$ cat src/rtl/mem_bus_pkg.sv
// ============================================================================
// mem_bus_pkg : shared types and AXI constants for the I/D cache bus arbiter
// Revision    : 1.0
// ============================================================================
`default_nettype none

package mem_bus_pkg;

  typedef enum logic [2:0] {
    IDLE    = 3'd0,
    RD_ADDR = 3'd1,
    RD_DATA = 3'd2,
    WR_REQ  = 3'd3,
    WR_RESP = 3'd4,
    RESP    = 3'd5
  } state_t;

  typedef enum logic {
    CLI_I = 1'b0,
    CLI_D = 1'b1
  } client_t;

  localparam logic [1:0] BURST_INCR = 2'b01;
  localparam logic [7:0] LEN_SINGLE = 8'd0;

endpackage

`default_nettype wire

$ cat src/rtl/arb_pick.sv
// ============================================================================
// arb_pick : combinational I/D grant; round-robin tie-break under
//            ARB_ROUND_ROBIN_EN, fixed D-side priority otherwise
// Revision : 1.0
// ============================================================================
`default_nettype none

module arb_pick
  import mem_bus_pkg::*;
(
  input  logic    i_strobe,
  input  logic    d_strobe,
  input  client_t last_grant,
  output logic    req,
  output client_t grant
);

  always_comb begin
    req = i_strobe | d_strobe;
`ifdef ARB_ROUND_ROBIN_EN
    // On a tie, the client that lost last time goes first.
    if (i_strobe && d_strobe) begin
      grant = (last_grant == CLI_D) ? CLI_I : CLI_D;
    end else begin
      grant = d_strobe ? CLI_D : CLI_I;
    end
`else
    grant = d_strobe ? CLI_D : CLI_I;
`endif
  end

`ifndef ARB_ROUND_ROBIN_EN
  logic unused_last_grant;
  assign unused_last_grant = last_grant;
`endif

endmodule

`default_nettype wire

$ cat src/rtl/mem_bus_arbiter.sv
// ============================================================================
// mem_bus_arbiter : merges I- and D-cache strobe/ready ports into a single
//                   single-beat AXI4 master, one transaction in flight.
//                   ARB_ROUND_ROBIN_EN selects round-robin tie-breaking.
// Revision        : 1.0
// ============================================================================
`default_nettype none

module mem_bus_arbiter
  import mem_bus_pkg::*;
#(
  parameter int         A_WIDTH = 32,
  parameter logic [3:0] AXI_ID  = 4'h0
) (
  input  logic               clk,
  input  logic               rst,
  // I-side client
  input  logic [A_WIDTH-1:0] i_a,
  input  logic               i_strobe,
  input  logic [1:0]         i_size,
  output logic [31:0]        i_din,
  output logic               i_ready,
  // D-side client
  input  logic [A_WIDTH-1:0] d_a,
  input  logic [31:0]        d_dout,
  output logic [31:0]        d_din,
  input  logic               d_strobe,
  input  logic               d_rw,
  input  logic [3:0]         d_wen,
  input  logic [1:0]         d_size,
  output logic               d_ready,
  // AXI AR
  output logic [3:0]         arid,
  output logic [A_WIDTH-1:0] araddr,
  output logic [7:0]         arlen,
  output logic [2:0]         arsize,
  output logic [1:0]         arburst,
  output logic               arvalid,
  input  logic               arready,
  // AXI R
  input  logic [31:0]        rdata,
  input  logic [1:0]         rresp,
  input  logic               rvalid,
  output logic               rready,
  // AXI AW
  output logic [3:0]         awid,
  output logic [A_WIDTH-1:0] awaddr,
  output logic [7:0]         awlen,
  output logic [2:0]         awsize,
  output logic [1:0]         awburst,
  output logic               awvalid,
  input  logic               awready,
  // AXI W
  output logic [31:0]        wdata,
  output logic [3:0]         wstrb,
  output logic               wlast,
  output logic               wvalid,
  input  logic               wready,
  // AXI B
  input  logic [1:0]         bresp,
  input  logic               bvalid,
  output logic               bready
);

  state_t             state;
  state_t             state_nx;
  client_t            grant_q;
  client_t            pick_grant;
  client_t            last_grant;
  logic               pick_req;
  logic [A_WIDTH-1:0] addr_q;
  logic [1:0]         size_q;
  logic [31:0]        wdata_q;
  logic [3:0]         wen_q;
  logic               aw_done;
  logic               w_done;
  logic [31:0]        i_din_q;
  logic [31:0]        d_din_q;

  arb_pick u_arb_pick (
    .i_strobe   (i_strobe),
    .d_strobe   (d_strobe),
    .last_grant (last_grant),
    .req        (pick_req),
    .grant      (pick_grant)
  );

`ifdef ARB_ROUND_ROBIN_EN
  always_ff @(posedge clk or posedge rst) begin
    if (rst) begin
      last_grant <= CLI_D;
    end else if (state == IDLE && pick_req) begin
      last_grant <= pick_grant;
    end
  end
`else
  assign last_grant = CLI_D;
`endif

  always_ff @(posedge clk or posedge rst) begin
    if (rst) begin
      state <= IDLE;
    end else begin
      state <= state_nx;
    end
  end

  always_comb begin
    state_nx = state;
    arvalid  = 1'b0;
    rready   = 1'b0;
    awvalid  = 1'b0;
    wvalid   = 1'b0;
    bready   = 1'b0;
    i_ready  = 1'b0;
    d_ready  = 1'b0;
    case (state)
      IDLE: begin
        // The I-side never writes, so only a D grant can take the write path.
        if (pick_req) begin
          state_nx = (pick_grant == CLI_D && d_rw) ? WR_REQ : RD_ADDR;
        end
      end
      RD_ADDR: begin
        arvalid = 1'b1;
        if (arready) state_nx = RD_DATA;
      end
      RD_DATA: begin
        rready = 1'b1;
        if (rvalid) state_nx = RESP;
      end
      WR_REQ: begin
        awvalid = !aw_done;
        wvalid  = !w_done;
        if ((aw_done || awready) && (w_done || wready)) state_nx = WR_RESP;
      end
      WR_RESP: begin
        bready = 1'b1;
        if (bvalid) state_nx = RESP;
      end
      RESP: begin
        i_ready  = (grant_q == CLI_I);
        d_ready  = (grant_q == CLI_D);
        state_nx = IDLE;
      end
      default: state_nx = IDLE;
    endcase
  end

  always_ff @(posedge clk or posedge rst) begin
    if (rst) begin
      grant_q <= CLI_D;
      addr_q  <= '0;
      size_q  <= 2'b00;
      wdata_q <= 32'h0;
      wen_q   <= 4'h0;
      aw_done <= 1'b0;
      w_done  <= 1'b0;
      i_din_q <= 32'h0;
      d_din_q <= 32'h0;
    end else begin
      case (state)
        IDLE: begin
          if (pick_req) begin
            grant_q <= pick_grant;
            aw_done <= 1'b0;
            w_done  <= 1'b0;
            if (pick_grant == CLI_D) begin
              addr_q  <= d_a;
              size_q  <= d_size;
              wdata_q <= d_dout;
              wen_q   <= d_wen;
            end else begin
              addr_q  <= i_a;
              size_q  <= i_size;
              wdata_q <= 32'h0;
              wen_q   <= 4'h0;
            end
          end
        end
        WR_REQ: begin
          if (awvalid && awready) aw_done <= 1'b1;
          if (wvalid && wready)   w_done  <= 1'b1;
        end
        RD_DATA: begin
          if (rvalid) begin
            if (grant_q == CLI_D) d_din_q <= rdata;
            else                  i_din_q <= rdata;
          end
        end
        default: ;
      endcase
    end
  end

  assign i_din   = i_din_q;
  assign d_din   = d_din_q;

  assign arid    = AXI_ID;
  assign araddr  = addr_q;
  assign arlen   = LEN_SINGLE;
  assign arsize  = {1'b0, size_q};
  assign arburst = BURST_INCR;

  assign awid    = AXI_ID;
  assign awaddr  = addr_q;
  assign awlen   = LEN_SINGLE;
  assign awsize  = {1'b0, size_q};
  assign awburst = BURST_INCR;

  assign wdata   = wdata_q;
  assign wstrb   = wen_q;
  assign wlast   = 1'b1;

  // Error responses complete like OKAY; the caches have no error path.
  logic unused_resp;
  assign unused_resp = ^{rresp, bresp};

endmodule

`default_nettype wire

$ cat config.mk
export PLATFORM = sky130hd
export DESIGN_NAME = mem_bus_arbiter
export DESIGN_NICKNAME = d
export VERILOG_FILES = /design/src/rtl/mem_bus_pkg.sv /design/src/rtl/arb_pick.sv /design/src/rtl/mem_bus_arbiter.sv
export SDC_FILE = /design/constraint.sdc
export NUM_CORES = 1
export LEC_CHECK = 0
export ABC_AREA = 1
export BUFFER_PORTS_ARGS = -buffer_cell sky130_fd_sc_hd__buf_2
export CORE_AREA = 2 2 139 141
export CTS_CLUSTER_DIAMETER = 80
export DETAILED_ROUTE_END_ITERATION = 12
export DIE_AREA = 0 0 141 143
export PLACE_DENSITY = 0.7
export SLEW_MARGIN = 5
export SYNTH_ARGS = -nofsm -noshare
export SYNTH_HDL_FRONTEND = slang
export SYNTH_SLANG_ARGS = --single-unit
$ cat constraint.sdc
create_clock -name clk -period 4.4 [get_ports clk]
set_clock_uncertainty 0.1 [all_clocks]
set_input_delay 0.22 -clock clk [delete_from_list [all_inputs] [get_ports clk]]
set_output_delay 0.22 -clock clk [all_outputs]
set_load 0.005 [all_outputs]
Word-level counts from Yosys, hierarchy flattened
Cells that the tools add are included.
{"block": "classes", "n_eq_ne": 12, "n_reduce_logical": 16, "n_mux": 24, "n_bitwise": 2}
{"op": "two-way mux 32 bit", "n": 2}
{"op": "two-way mux 3 bit", "n": 5}
{"op": "one-hot mux 3 bit (5 select lines)", "n": 1}
{"op": "!= test 2 bit, second input constant", "n": 7}
{"op": "AND reduction 3 bit", "n": 4}
{"op": "two-way mux 1 bit", "n": 11}
{"op": "== test 3 x 2 -> 1 bit, second input constant", "n": 2}
{"op": "== test 3 bit, second input constant", "n": 2}
{"op": "AND reduction 5 bit", "n": 1}
{"op": "logical AND 1 bit", "n": 4}
{"op": "two-way mux 2 bit", "n": 2}
{"op": "two-way mux 4 bit", "n": 1}
{"op": "one-hot mux 1 bit (2 select lines)", "n": 2}
{"op": "== test 3 x 1 -> 1 bit, second input constant", "n": 1}
{"op": "logical NOT 3 bit", "n": 1}
{"op": "logical NOT 1 bit", "n": 2}
{"op": "logical OR 1 bit", "n": 2}
{"op": "AND reduction 2 bit", "n": 1}
{"op": "nonzero test 2 bit", "n": 1}
{"op": "inverter 1 bit", "n": 1}
{"op": "bitwise OR 1 bit", "n": 1}
{"block": "word_totals", "output_inout_bits": 206, "inputBits": 150, "word_cells": 64, "ff_bits": 140}

Depth between registers and ports, before layout
{"block": "depth", "ltp_word": 5, "ltp_mapped": 8, "ltp_nobuf": 8}

Modules after synthesis
Synthesis repeated with hierarchy kept, for this count alone.
{"block": "hier_totals", "hier_cells": 751, "hier_area_um2": 6488.7}
{"mod": "mem_bus_arbiter", "area_each_um2": 6470.0, "instances": 1, "seq_area_each_um2": 3504.6, "cells_per_inst": 747}
{"mod": "arb_pick", "area_each_um2": 18.8, "instances": 1, "seq_area_each_um2": 0.0, "cells_per_inst": 4}

Least setup slack after synthesis
No wires, ideal clock.
{"block": "synth_path", "path_kind": "reg-to-reg", "startpoint": "reg state[1]", "endpoint": "reg wdata_q[0], in the netlist wdata[0]", "slack_ns": 2.926, "path_buffers": 2, "arrival_ns": 1.308, "setup_time_ns": 0.066, "stages_incl_launch_ff": 8, "period_less_slack_ns": 1.474, "required_time_ns": 4.234, "path_cell_list": "dfrtp_1 > nor2_2 > nand2_2 > nor2_4 > buf_4 > buf_6 > nand3_1 > nand2_1"}
{"block": "synth_between", "elab_chain_cells": 2}
{"element": "start, declared", "line_no": "mem_bus_arbiter.sv:65", "rtl": "state_t state;"}
{"element": "start signal, assigned", "line_no": "mem_bus_arbiter.sv:104", "rtl": "state <= state_nx;"}
{"element": "logical NOT 3 bit", "line_no": "mem_bus_arbiter.sv:162", "rtl": "case (state)"}
{"element": "AND reduction 2 bit (no line)"}
{"element": "end signal, assigned", "line_no": "mem_bus_arbiter.sv:171", "rtl": "wdata_q <= d_dout;"}
{"element": "end, declared", "line_no": "mem_bus_arbiter.sv:73", "rtl": "logic [31:0] wdata_q;"}
Every way passes these cells.
A chain may end at the register's enable or synchronous reset.

Worst setup path in the final report
{"block": "layout_path", "startpoint": "reg state[1]", "endpoint": "reg addr_q[27], in the netlist araddr[27]"}
{"block": "layout_between", "elab_chain_cells": 2}
{"element": "logical NOT 3 bit", "line_no": "mem_bus_arbiter.sv:162"}
{"element": "AND reduction 2 bit (no line)"}
{"element": "end signal, assigned", "line_no": "mem_bus_arbiter.sv:174", "rtl": "addr_q <= i_a;"}
{"element": "end, declared", "line_no": "mem_bus_arbiter.sv:71", "rtl": "logic [A_WIDTH-1:0] addr_q;"}
Every way passes these cells.

==> summary.txt <==
Global route
  – Vias in the first global route: 5799
  – GR Layer Usage met3: 0.05500
  – Met2 Usage GRT: 0.3225
  – GRT busiest layer: met2
  – Met1 Resource Use GR: 0.2108
  – Gr usage total: 0.1837
  – Global-route wire length before repair: 29260 microns
  – Largest net degree at the start of global routing: 90
  – Grt ovf: 0
  – Number of antenna violations at the first check in global routing: 2

Logic synthesis
  – Gate Count Post-Synth: about 750
  – Largest family of logic cells by synthesized area: simple AND/OR/NAND/NOR gates
  – Syn Std Cell Area: 6475 sq um
  – Post-synthesis compound-gate area fraction: 0.1492
  – Post-synthesis mux area share: 0
  – Avg Cell Area, Syn: between 8 and 9 sq um
  – Post-synthesis simple-gate area fraction: 0.1548
  – Syn. warnings: 0
  – Synth Area in XOR/XNOR: 0
  – Flops & latches, synth: 140
  – Distinct cells, synth: 27
  – Post-Synth Adder-Cell Area: 0
  – Seq/Total Area, Yosys: 0.5413

Setup path
  – Buf+Inv Stages, Crit Path: 1
  – CP Max Fanout: 89
  – Startpoint types: flop
  – CP max stage delay: 0.59 ns
  – Critical path's slowest cell: nor2_4
  – Worst EP arrival: approximately 2.8 ns
  – Setup CP Type: flop to flop
  – CP cell instances: nor2_2 -> nand2_2 -> nor2_4 -> buf_12 -> nand2_1 -> o21a_1
  – Crit path max-delay family: simple AND/OR/NAND/NOR gates
  – WP data required: 4.61 ns
  – CP endpoint kind: flop

Floorplan
  – Num rows: 50
  – Die Height: 143 microns
  – Die width: about 140 microns
  – I/O pins: about 360
  – Initial Util: 0.3485
  – Area of the core: 18580 sq um
  – Die Footprint: 20160 sq um

Layout
  – Most frequent cells in the layout: buf_2, nand2_1, dfrtp_1, inv_1, o21ai_0
  – Fillers: roughly 1800
  – Post-Layout Cell Count: 1334
  – Area Overhead vs Synth: 42.03%
  – Most common cell after layout, fill and taps aside: buf_2
  – Multi-input logic area: 2087 sq um
  – Final core utilization: 0.4949
  – Layout cell share with drive strength beyond 1: 0.3361
  – Nets@finish: 1235
  – Seq. cell area: 3505 sq um

Clock network
  – Post-CTS setup buffers: 0
  – Num CTS Buffers: 17
  – Post-cts resize count: 0
  – Clock Tree Buf Depth: 2
  – # H-tree levels: 4
  – Clk_lat worst skew: 0.42 ns
  – Worst-path clk slew: approximately 0.06 ns
  – CTS root buffer: clkbuf_16
  – CTS tree: built
  – Clock net sink count: 140
  – Number of buffers inserted by hold repair at cts: 71

Drt
  – Routed length per instance: 14.08 microns
  – DR vias/cell: 4.486
  – DRC: 0
  – Vias: 5984
  – DRT antenna net count: 0
  – DR pass1 iterations: 4
  – DR iter-0 viols: 264
  – Final wirelength: 18790 microns

Power and ir drop
  – Power density over the cells: 618.5 nW/um^2
  – Sw frac: 0.3653
  – Leakage: 5.032 nW
  – Combinational power share: 0.353
  – Switching pwr: 2.078 mW
  – VDD IR max: 0.0003624 V
  – Internal power: 3.610 mW
  – Clock power share: 0.261
  – Flop pwr share: 0.386

Outcome
  – Status: completed

Timing
  – Crit path time final: 2.601 ns
  – Setup TNS: 0 ns
  – RSZ-0062 raised after global routing: no
  – Max-slew violation count: 0
  – Slew at the pin closest to its max-slew limit: 0.7140 ns
  – Highest clock rate: between 300 and 400 MHz
  – Hold_ws: 0.02291 ns
  – Tcrit/Tclk final: 0.5910
  – Final setup vio count: 0
  – Hold Fails Final Rpt: 0
  – Rel. slew slack: 0.5223

Place
  – Placed Cells: ~1200
  – Placer Congestion: 0.7788
  – Number of port buffers: 320
  – DPL Wire Length: around 12000 microns

Hold path
  – Hold Crit Class: primary input to flop

Run
  – Max Cap Violations: 0
-- sequential cells by signal, summed over array words and instances (netlist names) --
register,flops
grant_q,1
araddr,32
wstrb,4
i_din,32
aw_done,1
wdata,32
size_q,2
d_din,32
state,3
w_done,1
-- stage by stage --
stage / instance area [sq um] / power [mW] / setup WS [ns]
2_1_floorplan: 6584 / 3.398 / 0.3288
3_3_place_gp: 7859 / 4.115 / 1.820
3_5_place_dp: 7859 / 4.179 / 1.786
4_1_cts: 9191 / 5.741 / 1.786
5_1_grt: 9196 / 6.115 / 1.532
6_report: 9196 / 5.688 / 1.799
-- Yosys cell counts --
library cell	instances	share of area
nor3_4	1	0.0025
o21ai_0	74	0.057
inv_2	1	0.00058
nor3_1	1	0.00077
dfstp_2	1	0.0041
a21oi_1	1	0.00077
buf_1	2	0.0012
buf_4	66	0.077
dfrtp_1	139	0.54
o21bai_1	1	0.0012
conb_1	2	0.0012
nand3_2	2	0.0031
nor2_2	1	0.00097
o21ai_1	64	0.049
clkbuf_1	17	0.0099
o21a_1	34	0.039
nand2_1	187	0.11
buf_6	2	0.0035
nand2_2	1	0.00097
nand4_1	1	0.00097
nor2_4	1	0.0017
nor2_1	7	0.0041
a211oi_1	1	0.0012
inv_1	79	0.046
nand3b_1	1	0.0012
nand3_1	39	0.030
buf_2	21	0.016
-- worst min-delay path: stages --
cell and delay (ns):
buf_2 0.08, inv_1 0.03, nand2_1 0.07, nand2_1 0.05, o21ai_0 0.06
-- power groups by stage --
stage                     clock network (mW)  registers (mW)  logic [mW]
after CTS                               1.52            2.19        2.02
after global routing                    1.58            2.27        2.26
after detailed placement                   0            2.20        1.98
final                                   1.48            2.20        2.01
after global placement                     0            2.19        1.93
after floorplan                            0            2.22        1.17
-- routing by layer --
layer / up-vias / routed length (microns)
met4: 0 / 400
li1: 2961 / -
met2: 253 / 9390
met3: 28 / 1339
met1: 2742 / 7659
met5: - / 0
-- cell type report --
cell class              count  area share
diodes                      2   0.0005442
clock inverters            15     0.02136
flip-flops and latches    140      0.3811
clock buffers              17     0.04626
well taps                 234     0.03184
inverters                  80     0.03320
repair buffers            398      0.2588
multi-input cells         448      0.2269
-- logic make-up (layout without fill, tap and decap cells) --
group,Yosys count,in the layout
AND/OR/NAND/NOR,242,242
other,2,33
AO/OA/AOI/OAI,175,175
buffers and inverters,188,510
flip-flops,140,140
-- worst paths after layout --
kind / start / to / slack [ns] / cells past startpoint
max in group asynchronous: rst / araddr[14] / 2.96 / 4
setup / recovery: state[1] / araddr[27] / 1.80 / 6
hold / removal: awready / aw_done / 0.02 / 5
hold reg to reg: i_din[8] / i_din[8] / 0.39 / 2
setup reg to reg: state[1] / araddr[27] / 1.80 / 6
min in group asynchronous: rst / i_din[21] / 0.25 / 3
Power figures use the tool's default switching activity.
